--- src/rtl/nh_lcd_bus_timer_pkg.sv ---
// Shared types and timing defaults for the nh_lcd 8080-style bus timer.
package nh_lcd_bus_timer_pkg;

  localparam int CNT_W = 4;

  localparam int SETUP_CYCLES_DEF = 1;
  localparam int WR_PULSE_DEF     = 2;
  localparam int RD_PULSE_DEF     = 4;
  localparam int HOLD_CYCLES_DEF  = 1;
  localparam int RECOVERY_DEF     = 1;

  typedef enum logic [2:0] {
    ST_IDLE    = 3'd0,
    ST_SETUP   = 3'd1,
    ST_STROBE  = 3'd2,
    ST_HOLD    = 3'd3,
    ST_RECOVER = 3'd4
  } state_t;

  // Counter counts down to zero, so a phase of N cycles loads N-1.
  function automatic logic [CNT_W-1:0] cnt_load(input int cycles);
    return CNT_W'(cycles - 1);
  endfunction

endpackage

--- src/rtl/nh_lcd_bus_timer.sv ---
// Turns single-cycle byte requests into timed 8080-style panel bus cycles.
// The io_data tri-state pad lives in the parent and is driven by o_data_oe.
module nh_lcd_bus_timer
  import nh_lcd_bus_timer_pkg::*;
#(
  parameter int SETUP_CYCLES = SETUP_CYCLES_DEF,
  parameter int WR_PULSE     = WR_PULSE_DEF,
  parameter int RD_PULSE     = RD_PULSE_DEF,
  parameter int HOLD_CYCLES  = HOLD_CYCLES_DEF,
  parameter int RECOVERY     = RECOVERY_DEF
) (
  input  logic       clk,
  input  logic       rst,
  input  logic       i_enable,
  input  logic       i_stb,
  input  logic       i_rnw,
  input  logic       i_rs,
  input  logic [7:0] i_data,
  output logic       o_ready,
  output logic       o_busy,
  output logic [7:0] o_rd_data,
  output logic       o_rd_valid,
  output logic       o_cs_n,
  output logic       o_rs,
  output logic       o_wr_n,
  output logic       o_rd_n,
  output logic [7:0] o_data_out,
  output logic       o_data_oe,
  input  logic [7:0] i_data_in
);

  state_t           state;
  logic [CNT_W-1:0] cnt;
  logic             rnw_q;

  // Gated by rst so nothing is offered upstream while the block is held in reset.
  assign o_ready = (state == ST_IDLE) && i_enable && rst;

  always_ff @(posedge clk or negedge rst) begin
    if (!rst) begin
      state      <= ST_IDLE;
      cnt        <= '0;
      rnw_q      <= 1'b0;
      o_busy     <= 1'b0;
      o_rd_data  <= 8'h00;
      o_rd_valid <= 1'b0;
      o_cs_n     <= 1'b1;
      o_rs       <= 1'b0;
      o_wr_n     <= 1'b1;
      o_rd_n     <= 1'b1;
      o_data_out <= 8'h00;
      o_data_oe  <= 1'b0;
    end else begin
      o_rd_valid <= 1'b0;
      case (state)
        ST_IDLE: begin
          if (i_stb && o_ready) begin
            state      <= ST_SETUP;
            cnt        <= cnt_load(SETUP_CYCLES);
            rnw_q      <= i_rnw;
            o_rs       <= i_rs;
            o_data_out <= i_data;
            o_cs_n     <= 1'b0;
            o_data_oe  <= ~i_rnw;
            o_busy     <= 1'b1;
          end
        end
        ST_SETUP: begin
          if (cnt == '0) begin
            state  <= ST_STROBE;
            cnt    <= rnw_q ? cnt_load(RD_PULSE) : cnt_load(WR_PULSE);
            o_wr_n <= rnw_q;
            o_rd_n <= ~rnw_q;
          end else begin
            cnt <= cnt - 1'b1;
          end
        end
        ST_STROBE: begin
          if (cnt == '0) begin
            state  <= ST_HOLD;
            cnt    <= cnt_load(HOLD_CYCLES);
            o_wr_n <= 1'b1;
            o_rd_n <= 1'b1;
            // Panel data is settled by the end of the strobe; no synchroniser.
            if (rnw_q) begin
              o_rd_data  <= i_data_in;
              o_rd_valid <= 1'b1;
            end
          end else begin
            cnt <= cnt - 1'b1;
          end
        end
        ST_HOLD: begin
          if (cnt == '0) begin
            state     <= ST_RECOVER;
            cnt       <= cnt_load(RECOVERY);
            o_cs_n    <= 1'b1;
            o_data_oe <= 1'b0;
          end else begin
            cnt <= cnt - 1'b1;
          end
        end
        ST_RECOVER: begin
          if (cnt == '0) begin
            state  <= ST_IDLE;
            o_busy <= 1'b0;
          end else begin
            cnt <= cnt - 1'b1;
          end
        end
        default: begin
          state  <= ST_IDLE;
          o_busy <= 1'b0;
        end
      endcase
    end
  end

endmodule

--- config.mk ---
export PLATFORM = sky130hd
export DESIGN_NAME = nh_lcd_bus_timer
export DESIGN_NICKNAME = d
export VERILOG_FILES = /design/src/rtl/nh_lcd_bus_timer_pkg.sv /design/src/rtl/nh_lcd_bus_timer.sv
export SDC_FILE = /design/constraint.sdc
export NUM_CORES = 1
export LEC_CHECK = 0
export ABC_AREA = 1
export BUFFER_PORTS_ARGS = -buffer_cell sky130_fd_sc_hd__buf_2
export CAP_MARGIN = 20
export CORE_ASPECT_RATIO = 0.9
export CORE_MARGIN = 2
export CORE_UTILIZATION = 54
export DETAILED_ROUTE_END_ITERATION = 7
export GPL_TIMING_DRIVEN = 0
export PLACE_DENSITY = 0.84
export SETUP_SLACK_MARGIN = 0.1
export SYNTH_ARGS = -nofsm -noshare
export SYNTH_HDL_FRONTEND = slang
export SYNTH_SLANG_ARGS = --single-unit
--- constraint.sdc ---
create_clock -name clk -period 2 [get_ports clk]
set_input_delay 0.3 -clock clk [delete_from_list [all_inputs] [get_ports clk]]
set_output_delay 0.3 -clock clk [all_outputs]
set_load 0.005 [all_outputs]
* After elaboration in Yosys (flattened, before gate mapping)
Cells that the tools add are included.
Cells by class: add/subtract/negate cells 1, equal/unequal tests 10, muxes and demuxes 27, bitwise gates (word level) 3, reductions and logical operators 17
Operators with widths (count):
- $mux W4 | 4
- $pmux W4 S4 | 1
- $mux W3 | 5
- $pmux W3 S5 | 1
- $reduce_and A3 Y1 | 5
- $mux W1 | 10
- $ne A2 B2 Y1 const B | 5
- $pmux W1 S2 | 4
- $eq A3 B2 Y1 const B | 2
- $reduce_and A5 Y1 | 1
- $logic_not A4 Y1 | 1
- $reduce_bool A2 Y1 | 2
- $reduce_bool A4 Y1 | 1
- $sub A4 B1 Y4 const B | 1
- $eq A3 B1 Y1 const B | 1
- $eq A3 B3 Y1 const B | 1
- $logic_and A1 B1 Y1 | 3
- $logic_not A3 Y1 | 1
- $not A1 Y1 | 3
- $pmux W1 S3 | 1
- $reduce_or A3 Y1 | 1
- $mux W2 | 1
- $ne A2 B1 Y1 const B | 1
- $reduce_and A2 Y1 | 1
- $reduce_or A2 Y1 | 1
Word-level totals: bits in registers 31, input port bits 22

* Longest topological paths before layout
Gate-level depths: netlist of the first run.
word-level depth 6, gate-level depth with buffers 9, mapped depth without buffers 9

* Least setup slack after synthesis of the first run
No wires, ideal clock.
path type reg-to-reg, from register cnt[0], to register o_data_oe, arrival 1.210 ns, data required time 1.883 ns, path slack 0.673 ns, stages on the path, launching flop included 10, path buffers 0, path through dfrtp_1 > inv_1 > ha_1 > nand2_1 > nor2_2 > nand3_1 > nand2_1 > nand2_1 > nand2_1 > nand2_1
On the way: longest elaborated chain between the ends 3
Ends and longest elaborated chain:
- from (decl) | RTL line nh_lcd_bus_timer.sv:33 | logic [CNT_W-1:0] cnt;
- from (signal assigned) | RTL line nh_lcd_bus_timer.sv:59 | cnt <= cnt_load(SETUP_CYCLES);
- from (signal assigned) | RTL line nh_lcd_bus_timer.sv:71 | cnt <= rnw_q ? cnt_load(RD_PULSE) : cnt_load(WR_PULSE);
- from (signal assigned) | RTL line nh_lcd_bus_timer.sv:75 | cnt <= cnt - 1'b1;
- $logic_not A4 Y1 | RTL line nh_lcd_bus_timer.sv:94 | if (cnt == '0) begin
- $ne A2 B2 Y1 (no line)
- $reduce_and A3 Y1 (no line)
- to (signal assigned) | RTL line nh_lcd_bus_timer.sv:64 | o_data_oe <= ~i_rnw;
- to (decl) | RTL line nh_lcd_bus_timer.sv:28 | output logic o_data_oe,
No other way between the ends. A chain may end at the register's enable or synchronous reset.

* Worst setup path after layout of the first run
from register state[0], to output o_ready
On the way: longest elaborated chain between the ends 3
Ends and longest elaborated chain:
- from (decl) | RTL line nh_lcd_bus_timer.sv:32 | state_t state;
- from (signal assigned) | RTL line nh_lcd_bus_timer.sv:41 | state <= ST_IDLE;
- from (signal assigned) | RTL line nh_lcd_bus_timer.sv:58 | state <= ST_SETUP;
- from (signal assigned) | RTL line nh_lcd_bus_timer.sv:70 | state <= ST_STROBE;
- $logic_not A3 Y1 | RTL line nh_lcd_bus_timer.sv:37 | assign o_ready = (state == ST_IDLE) && i_enable && rst;
- $logic_and A1 B1 Y1 (2 in a row) | RTL line nh_lcd_bus_timer.sv:37
- to (decl) | RTL line nh_lcd_bus_timer.sv:19 | output logic o_ready,
No other way between the ends.

==> metrics.md, run 1 <==
| Metric | Value |
|---|---|
| Kind of critical path | reg -> out |
| Worst reg2reg setup slack | 470 ps |
| Final net count | 251 |
| Hold path cells | 3 |
| Min-Delay Path Class | in -> reg |
| R2R Path Start | cnt[0]$_DFFE_PN0P_ |
| FP Rows | 18 |
| Pre-antenna DRT Iters | 5 |
| Status | completed |
| Antenna diode count | 0 |
| Hold Path Sink | o_rd_data[5]$_DFFE_PN0P_ |
| I/O pin cnt | 46 |
| Initial Util | roughly 56% |
| Most common cell after layout, fill and taps aside | nand2_1 |
| Pre-CTS WS | 103.8 ps |
| Die width | 59.45 um |
| Syn_area_per_cell | 8.586 um^2 |
| Post-Syn Instances | 174 |
| Syn-to-layout area delta | 23.12% |
| R2r endpoint | o_data_oe$_DFFE_PN0P_ |
| Period Utilization, post-route | 87.90% |
| Max-slew headroom | 73.50% |
| CP startpoint | state[0]$_DFFE_PN0P_ |
| Synth unique cells | 26 |
| Register Area | about 780 um^2 |
| Pwr/cell area | between 1500 and 2000 nW/um^2 |
| Syn Nets | 197 |
| Placer Congestion | 0.8452 |
| Placed cell count | approximately 250 |
| DRC violations left | 0 |
| Min Tclk post-route | 1758 ps |
| Fin. max-slew vios | 0 |
| Unrepaired setup endpoints after global routing | no |
| Post-CTS Setup Inserts | 0 |
| Top cell type by total area after synthesis | dfrtp_1 |
| IO Port Bufs | 45 |
| GRT Total Usage | between 20% and 30% |
| CTS Root Cell | clkbuf_4 |
| Fmax achieved | 568.8 MHz |
| Sequential share of the synthesized area | between 50% and 60% |
| Routed WL per cell | 11.74 um |
| First-pass GRT wire length | 5.002 mm |
| CP endpoint kind | primary output |
| Drt via density | 5.054 |
| Startpoint class of the critical path | flop |
| CTS tree | built |
| Fin util | 68.63% |
| Critical Path RT | 1700 ps |
| # fillers | 224 |
| Synth area leaders | dfrtp_1 47%, nand2_1 19%, nand3_1 6.0% |
| Vias in the first global route | 1188 |
| Post-route antenna net violation count | 0 |
| Max-cap viol count | 0 |
| WL final | 3.040 mm |
| LEAKAGE | 0.001003 uW |
| Multi-input gate area | 611.8 um^2 |
| Post-route setup slack | 242.0 ps |
| Worst reg-to-reg path cell count | 9 |
| Setup Skew | 11.67 ps |
| Netlist Area Pre-Place | 1494 um^2 |
| Clock latency on the worst-skew pair | approximately 330 ps |
| Clock Pin Slew Worst Setup and Hold Paths | 100 ps |
| Total design power | 2767 uW |
| Area share of the largest cell type after synthesis | 46.90% |
| Die H | 53.90 um |
| Non-filler cells, final | 259 |
| Pin count of the biggest net entering global routing | 33 |
| # clock sinks | 31 |
| Via count | roughly 1300 |
| Final setup viols | 0 |
| Maximum vdd drop | 0.0008098 V |
| Final hold viol count | 0 |
| Hold Crit Start | i_data_in[5] |
| CTS H-tree depth | 2 |
| Data arrival, critical path | 1460 ps |
| Post-synthesis register bit count | 31 |
| Share of cells above drive strength 1 | between 30% and 40% |
| CTS buffer count | 5 |
| Die footprint | 3204 um^2 |
| GRT Residual Overflow | 0 |
| Worst-path maximum fanout | 10 |
| Core area | ~2700 um^2 |
| DR iter-0 viols | 26 |
| Synth Warn # | 0 |
| Slew @ Worst Pin | 397.4 ps |
| Initial antenna violation count | 0 |
| Most frequent cells in the layout | 74 x nand2_1, 44 x buf_2, 28 x dfrtp_1, 18 x nand3_1, 11 x o21ai_0 |
| Longest Clk Path Bufs | 2 |
| Final setup TNS | 0 ps |
| Hpwl dp | 2.193 mm |
[per-layer routing]
metal,up-vias,wire length [um],GRT usage (%)
met5,-,0,0
met1,602,1374,26.79
met4,0,43,9.091
li1,663,-,-
met3,5,153,5.048
met2,39,1469,35.71
[registers in the layout, summed over array words and instances (netlist names)]
signal      flops
o_rd_n          1
o_cs_n          1
o_data_oe       1
o_rd_data       8
rnw_q           1
o_data_out      8
o_busy          1
o_rs            1
state           3
o_wr_n          1
cnt             4
o_rd_valid      1
[cells by family (layout without fill, tap and decap cells)]
logic type / count (synthesis) / after routing / synth area share [%]
XOR/XNOR: 2 / 2 / 1.173
adder cells (fa/ha/maj): 1 / 1 / 0.8374
AND/OR/NAND/NOR: 105 / 105 / 32.08
flip-flops: 31 / 31 / 52.18
AO/OA/AOI/OAI: 18 / 18 / 6.867
buffers and inverters: 17 / 72 / 6.868
[timing repair]
item,CTS,global route
hold buffers,0,2
hold endpoints to repair,0,28
endpoints found under the setup margin,0,1
resized for setup,0,1
[layout make-up]
| class | instances | share of cell area, % |
|---|---|---|
| Buffer | 6 | 3.061 |
| Clock inverter | 1 | 0.2721 |
| Inverter | 11 | 2.517 |
| Multi-Input combinational cell | 126 | 33.27 |
| Clock buffer | 7 | 2.449 |
| Sequential cell | 31 | 42.38 |
| Tap cell | 30 | 2.041 |
| Timing Repair Buffer | 47 | 14.01 |
[synth_stat cells (all sizes together)]
cell,number
nand2,78
dfrtp,28
nand3,19
o21ai,14
inv,10
nor2,7
buf,5
dfstp,3
a21oi,2
o211ai,2
clkbuf,1
clkinv,1
ha,1
or2,1
xnor2,1
xor2,1
[worst max-delay path by stage]
stage                                 end  slack (ps)  depth (start not counted)
global placement                  o_ready         120                          5
finish                            o_ready         240                          5
global route                      o_ready         160                          5
floorplan           o_data_oe$_DFFE_PN0P_         670                          9
CTS                               o_ready         110                          5
detailed placement                o_ready         100                          5
[report_power, final]
part | switching [uW] | internal (uW) | total, uW | leakage [uW]
clock | 216 | 137 | 353 | 0.0000293
sequential | 189 | 935 | 1120 | 0.000372
combinational | 752 | 538 | 1290 | 0.000602
total | 1160 | 1610 | 2770 | 0.00100
[worst max-delay path, stage by stage, from the launching register on]
cell and delay (ps):
dfrtp_1 470, nor2_4 170, nand2_4 80, nor2_4 130, buf_6 150, buf_2 110
[per-stage QoR]
stage / hold WS [ps] / instance area [um^2]
after floorplan: 4.409 / 1494
after global placement: 376.4 / 1757
after detailed placement: 382.2 / 1757
after CTS: 16.89 / 1807
after global routing: 168.9 / 1839
final: 158.7 / 1839
No activity file was read; power rests on OpenSTA's default activity.
==> run 2: changes to the inputs <==
--- a/config.mk
+++ b/config.mk
@@ -10,10 +10,11 @@
 export CAP_MARGIN = 20
 export CORE_ASPECT_RATIO = 0.9
 export CORE_MARGIN = 2
-export CORE_UTILIZATION = 54
+export CORE_UTILIZATION = 56
+export CTS_BUF_LIST = sky130_fd_sc_hd__clkbuf_2
 export DETAILED_ROUTE_END_ITERATION = 7
 export GPL_TIMING_DRIVEN = 0
-export PLACE_DENSITY = 0.84
+export PLACE_DENSITY = 0.86
 export SETUP_SLACK_MARGIN = 0.1
 export SYNTH_ARGS = -nofsm -noshare
 export SYNTH_HDL_FRONTEND = slang
==> metrics.md, run 2 (synthesis results as in run 1) <==
| Metric | Value |
|---|---|
| Status | completed |
| M1 WL | 1.386 mm (+0.87%) |
| IO Port Bufs | 45 (unchanged) |
| I/O pin cnt | 46 (unchanged) |
| WL met3 | 155 um (+1.3%) |
| WL met2 | 1.581 mm (+7.6%) |
| Worst reg2reg setup slack | 420 ps (-50 ps) |
| Sw Ratio | 42.83% (+1.0 points) |
| # clock sinks | 31 (unchanged) |
| Min-Delay Path Class | in -> reg |
| # fillers | 200 (-11%) |
| Clock power share | 10.8% (-2.0 points) |
| Worst-path maximum fanout | 10 (unchanged) |
| Die H | 53 um (-1.7%) |
| Pre-antenna DRT Iters | 4 (-1) |
| Syn-to-layout area delta | 22.78% |
| Setup Skew | 11.04 ps (-0.6244 ps) |
| CP endpoint kind | primary output |
| Routed WL per cell | 12.29 um (+4.7%) |
| CTS tree | built |
| Internal | 1572 uW (-2.3%) |
| DRC violations left | 0 (unchanged) |
| Clock latency on the worst-skew pair | 360 ps (+30 ps) |
| Kind of critical path | in -> out |
| Die footprint | 3098 um^2 (-3.3%) |
| Data arrival, critical path | 1520 ps (+60 ps) |
| Via count | 1318 (+0.69%) |
| Max-cap viol count | 0 (unchanged) |
| Max-slew headroom | 74.11% (+0.60 points) |
| Clock Pin Slew Worst Setup and Hold Paths | 150 ps (+50 ps) |
| Post-route setup slack | 183.1 ps (-58.84 ps) |
| Post-route antenna net violation count | 0 (unchanged) |
| Longest Clk Path Bufs | 2 (unchanged) |
| First-pass GRT wire length | 5.306 mm (+6.1%) |
| Fin. max-slew vios | 0 (unchanged) |
| Slew @ Worst Pin | 388.4 ps (-9.034 ps) |
| Die width | 58.45 um (-1.7%) |
| Initial Util | 60.03% (+4.3 points) |
| Worst reg-to-reg path cell count | 9 (unchanged) |
| WL final | 3.170 mm (+4.3%) |
| Placer Congestion | 0.8749 (+3.5%) |
| Hold Crit Start | i_data_in[3] |
| Most common cell after layout, fill and taps aside | nand2_1 |
| Vias in the first global route | 1255 (+5.6%) |
| Placement Cell Area | 1754 um^2 (-0.14%) |
| GRT Total Usage | 23.69% (+2.3 points) |
| Top Layer Used | met4 |
| Crit-path cells | dlygate4sd3_1, buf_4, nand2_1, nor2_4, buf_6, buf_2 |
| Final setup viols | 0 (unchanged) |
| Period Utilization, post-route | 90.84% (+2.9 points) |
| Final hold viol count | 0 (unchanged) |
| Unrepaired setup endpoints after global routing | no |
| CP max stage cell | dlygate4sd3_1 |
| Drt via density | 5.109 (+1.1%) |
| Final hold slack | 126.1 ps (-32.53 ps) |
| Sw power | 1177 uW (+1.8%) |
| FP Rows | 17 (-1) |
| Antenna diode count | 0 (unchanged) |
| Pre-CTS WS | 90.73 ps (-13.11 ps) |
| Core area | 2489 um^2 (-7.1%) |
| CTS buffer count | 5 (unchanged) |
| R2r endpoint | o_data_oe$_DFFE_PN0P_ |
| GRT Residual Overflow | 0 (unchanged) |
| Maximum vdd drop | 0.001139 V (+41%) |
| Share of cells above drive strength 1 | 34.35% (+1.2 points) |
| Most frequent cells in the layout | 74 x nand2_1, 44 x buf_2, 28 x dfrtp_1, 18 x nand3_1, 11 x o21ai_0 |
| Fmax achieved | 550.4 MHz (-3.2%) |
| Startpoint class of the critical path | primary input |
| R2R Path Start | cnt[0]$_DFFE_PN0P_ |
| Hpwl dp | 2.300 mm (+4.9%) |
| CP startpoint | rst |
| Cell area after layout | 1834 um^2 (-0.27%) |
| Min Tclk post-route | 1817 ps (+58.83 ps) |
| Final net count | 252 (+0.40%) |
| Crit path to | o_ready |
| Gate power share | 48.3% (+1.7 points) |
| CTS Root Cell | clkbuf_2 |
| Final setup TNS | 0 ps (unchanged) |
| Pwr/cell area | 1499 nW/um^2 (-0.35%) |
| DR iter-0 viols | 66 (+150%) |
| Regs by FF count | o_data_out x8, o_rd_data x8, cnt x4 |
| CTS H-tree depth | 2 (unchanged) |
| Register share of total power | 40.9% (+0.3 points) |
| Critical Path RT | 1700 ps (about the same) |
| Initial antenna violation count | 0 (unchanged) |
| Pin count of the biggest net entering global routing | 29 (-12%) |
| LEAKAGE | 0.001013 uW (+0.94%) |
| Critical path's largest stage delay | 530 ps (+60 ps) |
run 2: changes by cell type in the layout (fill, tap and decap cells not counted):
cell and change:
clkbuf_2 +7, clkbuf_4 -6, buf_4 +2, clkbuf_1 -2
run 2: cell type report:
cell class                      count  area (um^2)  area share (%)
Clock buffer                        7        35.03           1.910
Buffer                              6        56.30           3.070
Sequential cell                    31        779.5           42.50
Timing Repair Buffer               48        265.3           14.46
Inverter                           11        46.29           2.524
Multi-Input combinational cell    126        611.8           33.36
Tap cell                           28        35.03           1.910
Clock inverter                      1        5.005          0.2729
run 2: critical path: cells and delay by family:
family                 cells  cell delay [ps]
and+or+nand+nor            2              260
buffers and inverters      4              940
run 2: repair_timing:
action                                  4_1_cts  5_1_grt
resized for setup                             1        0
hold endpoints to repair                     28        0
buffers inserted                              0        1
hold buffers                                  2        0
pin swaps                                     0        1
endpoints found under the setup margin        1        1
run 2: metrics by stage:
step,util [%],power [uW],instances
floorplan,-,1986,174
global placement,70.49,2367,247
detailed placement,70.49,2443,247
CTS,73.40,2751,257
global route,73.71,3008,258
finish,73.71,2749,258
run 2: worst min path at each step:
stage	end	slack, ps	cells past startpoint
final	o_rd_data[3]$_DFFE_PN0P_	130	3
after global routing	o_rd_data[6]$_DFFE_PN0P_	100	3
after CTS	o_rd_data[3]$_DFFE_PN0P_	120	3
after detailed placement	o_rd_data[6]$_DFFE_PN0P_	380	1
after global placement	o_rd_data[6]$_DFFE_PN0P_	370	1
after floorplan	cnt[0]$_DFFE_PN0P_	4	0
run 2: power groups by stage:
stage	clock network, uW	logic (uW)	registers [uW]
after detailed placement	0	1310	1130
final	298	1330	1120
after CTS	306	1320	1120
after global routing	334	1520	1160
after floorplan	0	855	1130
after global placement	0	1250	1120
run 2: metal layers:
layer	vias to the layer above	track usage, %
li1	665	-
met2	34	38.58
met1	615	28.44
met5	-	0
met4	0	9.690
met3	4	8.557
